===== config.mk =====
export PLATFORM = sky130hd
export DESIGN_NAME = ubcs_sub_seq_19_0
export DESIGN_NICKNAME = d
export VERILOG_FILES = /design/src/rtl/ubcs_sub_seq_19_0.sv
export SDC_FILE = /design/constraint.sdc
export NUM_CORES = 1
export LEC_CHECK = 0
export ABC_CLOCK_PERIOD_IN_PS = 5800
export BUFFER_PORTS_ARGS = -buffer_cell sky130_fd_sc_hd__buf_2
export CORE_MARGIN = 5
export CORE_UTILIZATION = 41
export CTS_BUF_LIST = sky130_fd_sc_hd__clkbuf_4
export CTS_CLUSTER_DIAMETER = 200
export DETAILED_ROUTE_END_ITERATION = 10
export GPL_ROUTABILITY_DRIVEN = 0
export PLACE_DENSITY = 0.72
export SLEW_MARGIN = 20
export SYNTH_ARGS = -nofsm -noshare
export SYNTH_HDL_FRONTEND = slang
export SYNTH_SLANG_ARGS = --single-unit

===== constraint.sdc =====
create_clock -name CLK -period 5.8 [get_ports CLK]
set_input_delay 1.16 -clock CLK [delete_from_list [all_inputs] [get_ports CLK]]
set_output_delay 1.16 -clock CLK [all_outputs]
set_load 0.01 [all_outputs]

===== src/rtl/ubcs_sub_seq_19_0.sv =====
// rtl/ubcs_sub_seq_19_0.sv - sequential 20-bit carry-select add/subtract, one block per clock
module ubcs_sub_seq_19_0 (
    input  logic        CLK,
    input  logic        RSTn,
    input  logic        IV,
    output logic        IRDY,
    input  logic [19:0] X,
    input  logic [19:0] Y,
    input  logic        SUB,
    output logic        OVLD,
    input  logic        ORDY,
    output logic [20:0] D
);

    typedef enum logic [1:0] {
        S_IDLE = 2'd0,
        S_RUN  = 2'd1,
        S_DONE = 2'd2
    } state_t;

    state_t      state_q, state_d;
    logic [19:0] xr_q, xr_d;
    logic [19:0] yr_q, yr_d;
    logic        c_q, c_d;
    logic [2:0]  k_q, k_d;
    logic [20:0] d_q, d_d;

    // Block partition 1/1/2/3/4/5/4 selected by the block index
    logic [4:0]  blk_lo;
    logic [2:0]  blk_w;
    logic [5:0]  mask6;
    logic [4:0]  blk_mask;
    logic [19:0] x_sh, y_sh;
    logic [4:0]  xb, yb;
    logic [5:0]  s0, s1, sel;
    logic        blk_co;
    logic [20:0] wr_mask, wr_val, d_blk;

    always_comb begin
        blk_lo = 5'd16;
        blk_w  = 3'd4;
        case (k_q)
            3'd0: begin blk_lo = 5'd0;  blk_w = 3'd1; end
            3'd1: begin blk_lo = 5'd1;  blk_w = 3'd1; end
            3'd2: begin blk_lo = 5'd2;  blk_w = 3'd2; end
            3'd3: begin blk_lo = 5'd4;  blk_w = 3'd3; end
            3'd4: begin blk_lo = 5'd7;  blk_w = 3'd4; end
            3'd5: begin blk_lo = 5'd11; blk_w = 3'd5; end
            default: begin blk_lo = 5'd16; blk_w = 3'd4; end
        endcase
    end

    // Single shared 5-bit block adder; both carry-in variants, then select on C
    always_comb begin
        mask6    = (6'd1 << blk_w) - 6'd1;
        blk_mask = mask6[4:0];
        x_sh     = xr_q >> blk_lo;
        y_sh     = yr_q >> blk_lo;
        xb       = x_sh[4:0] & blk_mask;
        yb       = y_sh[4:0] & blk_mask;
        s0       = {1'b0, xb} + {1'b0, yb};
        s1       = s0 + 6'd1;
        sel      = c_q ? s1 : s0;
        blk_co   = sel[blk_w];
        wr_mask  = {16'd0, blk_mask} << blk_lo;
        wr_val   = {16'd0, sel[4:0] & blk_mask} << blk_lo;
        d_blk    = (d_q & ~wr_mask) | wr_val;
    end

    always_comb begin
        state_d = state_q;
        xr_d    = xr_q;
        yr_d    = yr_q;
        c_d     = c_q;
        k_d     = k_q;
        d_d     = d_q;
        case (state_q)
            S_IDLE: begin
                if (IV) begin
                    xr_d    = X;
                    yr_d    = SUB ? ~Y : Y;
                    c_d     = SUB;
                    k_d     = 3'd0;
                    d_d     = 21'd0;
                    state_d = S_RUN;
                end
            end
            S_RUN: begin
                d_d = d_blk;
                c_d = blk_co;
                k_d = k_q + 3'd1;
                if (k_q == 3'd6) begin
                    d_d[20] = blk_co;
                    k_d     = 3'd0;
                    state_d = S_DONE;
                end
            end
            S_DONE: begin
                if (ORDY) begin
                    state_d = S_IDLE;
                end
            end
            default: state_d = S_IDLE;
        endcase
    end

    always_ff @(posedge CLK or negedge RSTn) begin
        if (!RSTn) begin
            state_q <= S_IDLE;
            xr_q    <= 20'd0;
            yr_q    <= 20'd0;
            c_q     <= 1'b0;
            k_q     <= 3'd0;
            d_q     <= 21'd0;
        end else begin
            state_q <= state_d;
            xr_q    <= xr_d;
            yr_q    <= yr_d;
            c_q     <= c_d;
            k_q     <= k_d;
            d_q     <= d_d;
        end
    end

    assign IRDY = (state_q == S_IDLE);
    assign OVLD = (state_q == S_DONE);
    assign D    = d_q;

endmodule


==> metrics.txt <==
worst hold path class reg -> reg; post-CTS resize count 0; die area around 0.014 mm2; CTS buffer count 9; setup bufs post-CTS 0; Synth area leader dfrtp_1; Boundary Pins between 60 and 70; Netlist cell types 58; synthesis-stage register bit count 67; crit path time final 5.167 ns; P_sw 1.970 mW; clock transition at the registers of the reported paths 0.11 ns; RSZ-0062 raised after global routing false; Die W between 100 and 150 um; synthesized instance count 572; outcome completed; vias in the first global route roughly 4500; clk_skew 0.01120 ns; final setup margin 0.6329 ns; Comb power frac approximately 70%; CP startpoint kind flop; Final setup viols 0; synthesized net count between 600 and 700; MaxCap Viol Count 0; CORE AREA 0.01142 mm2; overall routing resource usage 19.69%; Required @ worst endpoint around 6.1 ns; sw frac a little over half; Post-synth ARST share between 90% and 100%; antenna violations before repair 1; Vias 4545; Mapped Area 0.004788 mm2; EDFF count, synth 0; commonest non-fill, non-tap cells in the layout 141 x nand2_1, 67 x dfrtp_1, 67 x buf_2, 58 x o21ai_0, 50 x nor2_1; TritonCTS clock tree yes; largest net degree at the start of global routing 76; DRC errors left 0; Core Rows 39; Die Y 118.1 um; worst slack at placement 0.8093 ns; WL final 13460 um; Cell Pwr Density 709.0 mW/mm2; DRT iter0 DRCs 480; Setup CP Type reg -> reg; post-synthesis sequential area ratio 35.01%; CP endpoint kind flop; max_slew headroom 37.68%; Worst-Margin Slew 0.9329 ns; Leak ~2.4 nW; clock sinks 67; Final Hold Fails 0; TritonRoute pass-1 iters 6; sequential share of power 24.2%; Worst VDD drop 429.3 uV; global-route wire length before repair 22890 um; clock power share 6.7%; fin crit share between 80% and 90%; share of cells above drive strength 1 20.67%; mean area per synthesized cell about 8.4 um2; worst skew pair latency approximately 0.42 ns; count of buffers from port buffering 67; CP Data Arrival Time 5.45 ns; commonest non-fill, non-tap cell in the layout nand2_1; Post-DRT Antenna Nets 0; Main synth FF type dfrtp_1; CTS Hold Bufs 0; fmax ~0.19 GHz; P&R area growth vs syn 11.37%; Synth area leaders dfrtp_1 35%, nand2_1 11%, mux4_2 9.9%, o21ai_0 6.1%, xnor2_1 4.4%; DR vias/cell ~5.9; Max Slew Vio Count 0; yosys warns 0; DR WL/cell 17.42 um; Int Power about 1.8 mW; CTS root buf clkbuf_4; CTS H-tree lvls 3; GR Overflow Total 0; crit path max fanout 24; clk buf depth 2; post-synth top area share 35.01%; Initial Util between 40% and 50%; hpwl dp 9995 um; Final nets around 680; Setup TNS Final 0 ns
-- sequential cells by signal, summed over array words and instances (netlist names) --
register,cells
state_q,2
k_q,3
xr_q,20
c_q,1
yr_q,20
D,21
-- synthesized netlist by cell type (4+ instances only) --
master and instances:
a211oi_1 8, a21oi_1 28, a31oi_1 8, a32o_1 5
buf_2 6, clkbuf_1 29, dfrtp_1 67, ha_1 8
inv_1 7, mux2i_1 6, mux4_2 21, nand2_1 142
nand2b_1 5, nand3_1 15, nand4_1 4, nor2_1 50
nor3_1 4, o211ai_1 5, o21ai_0 58, o22ai_1 4
o31ai_1 5, xnor2_1 24, xor2_1 5
-- final timing paths --
kind | from | to | slack [ns] | cells after the start
hold / removal | D[11]$_DFFE_PN0P_ | D[11]$_DFFE_PN0P_ | 0.51 | 2
setup / recovery | k_q[1]$_DFFE_PN0P_ | c_q$_DFFE_PN0P_ | 0.63 | 18
setup reg to reg | k_q[1]$_DFFE_PN0P_ | c_q$_DFFE_PN0P_ | 0.63 | 18
max in group asynchronous | RSTn | yr_q[16]$_DFFE_PN0P_ | 4.33 | 2
hold reg to reg | D[11]$_DFFE_PN0P_ | D[11]$_DFFE_PN0P_ | 0.51 | 2
min in group asynchronous | RSTn | D[0]$_DFFE_PN0P_ | 0.92 | 2
-- stage by stage --
stage,cells,hold slack (ns),total power [mW],instance area [um2],util [%]
6_report,773,0.5068,3.781,5333,46.70
5_1_grt,773,0.5414,4.089,5333,46.70
4_1_cts,772,0.5153,3.738,5330,46.68
3_5_place_dp,757,0.4908,3.479,5234,45.84
3_3_place_gp,757,0.4689,3.403,5234,45.84
2_1_floorplan,572,0.4455,2.827,4788,-
-- power groups by stage --
stage | Clock (mW) | Sequential [mW] | Combinational (mW)
after floorplan | 0 | 0.841 | 1.99
after global placement | 0 | 0.904 | 2.50
after detailed placement | 0 | 0.921 | 2.56
after CTS | 0.257 | 0.911 | 2.57
after global routing | 0.279 | 0.946 | 2.86
final | 0.252 | 0.915 | 2.61
-- layer usage --
metal | wire length (um) | global-route usage [%] | up-vias
met5 | 0 | 0 | -
met4 | 511 | 8.387 | 0
met3 | 1085 | 4.373 | 53
met2 | 6439 | 31.19 | 228
met1 | 5425 | 25.87 | 2130
li1 | - | - | 2134
-- logic make-up after synthesis --
group,after synthesis,share of synthesized area (%)
AOI/OAI and AO/OA,152,20.20
xor gates and xnor gates,29,5.304
adders and majority gates,9,2.509
buffers and inverters,49,4.625
DFF,67,35.01
muxes,27,11.13
other,1,0.07832
and+or+nand+nor,238,21.14
-- final cells by class --
cell class | instances | area [um2]
Multi-Input combinational cell | 456 | 2893
Antenna cell | 1 | 2.502
Inverter | 8 | 30.03
Tap cell | 143 | 178.9
Timing Repair Buffer | 83 | 455.4
Clock buffer | 10 | 75.07
Fill cell | 1158 | 6086
Clock inverter | 5 | 21.27
Sequential cell | 67 | 1677
-- critical path, stage by stage, from the launching register on --
cell	delay [ns]
dfrtp_1	0.83
inv_1	0.13
nor2_1	0.27
ha_1	0.45
buf_4	0.29
inv_1	0.09
nand2_2	0.23
mux2i_1	0.13
a211oi_1	0.37
ha_1	0.25
inv_1	0.06
fa_1	0.40
xnor2_1	0.31
nand3_1	0.11
nor2_1	0.21
xor2_1	0.18
a221o_1	0.40
a22oi_1	0.21
o21ai_0	0.12
Power figures use the tool's default switching activity.
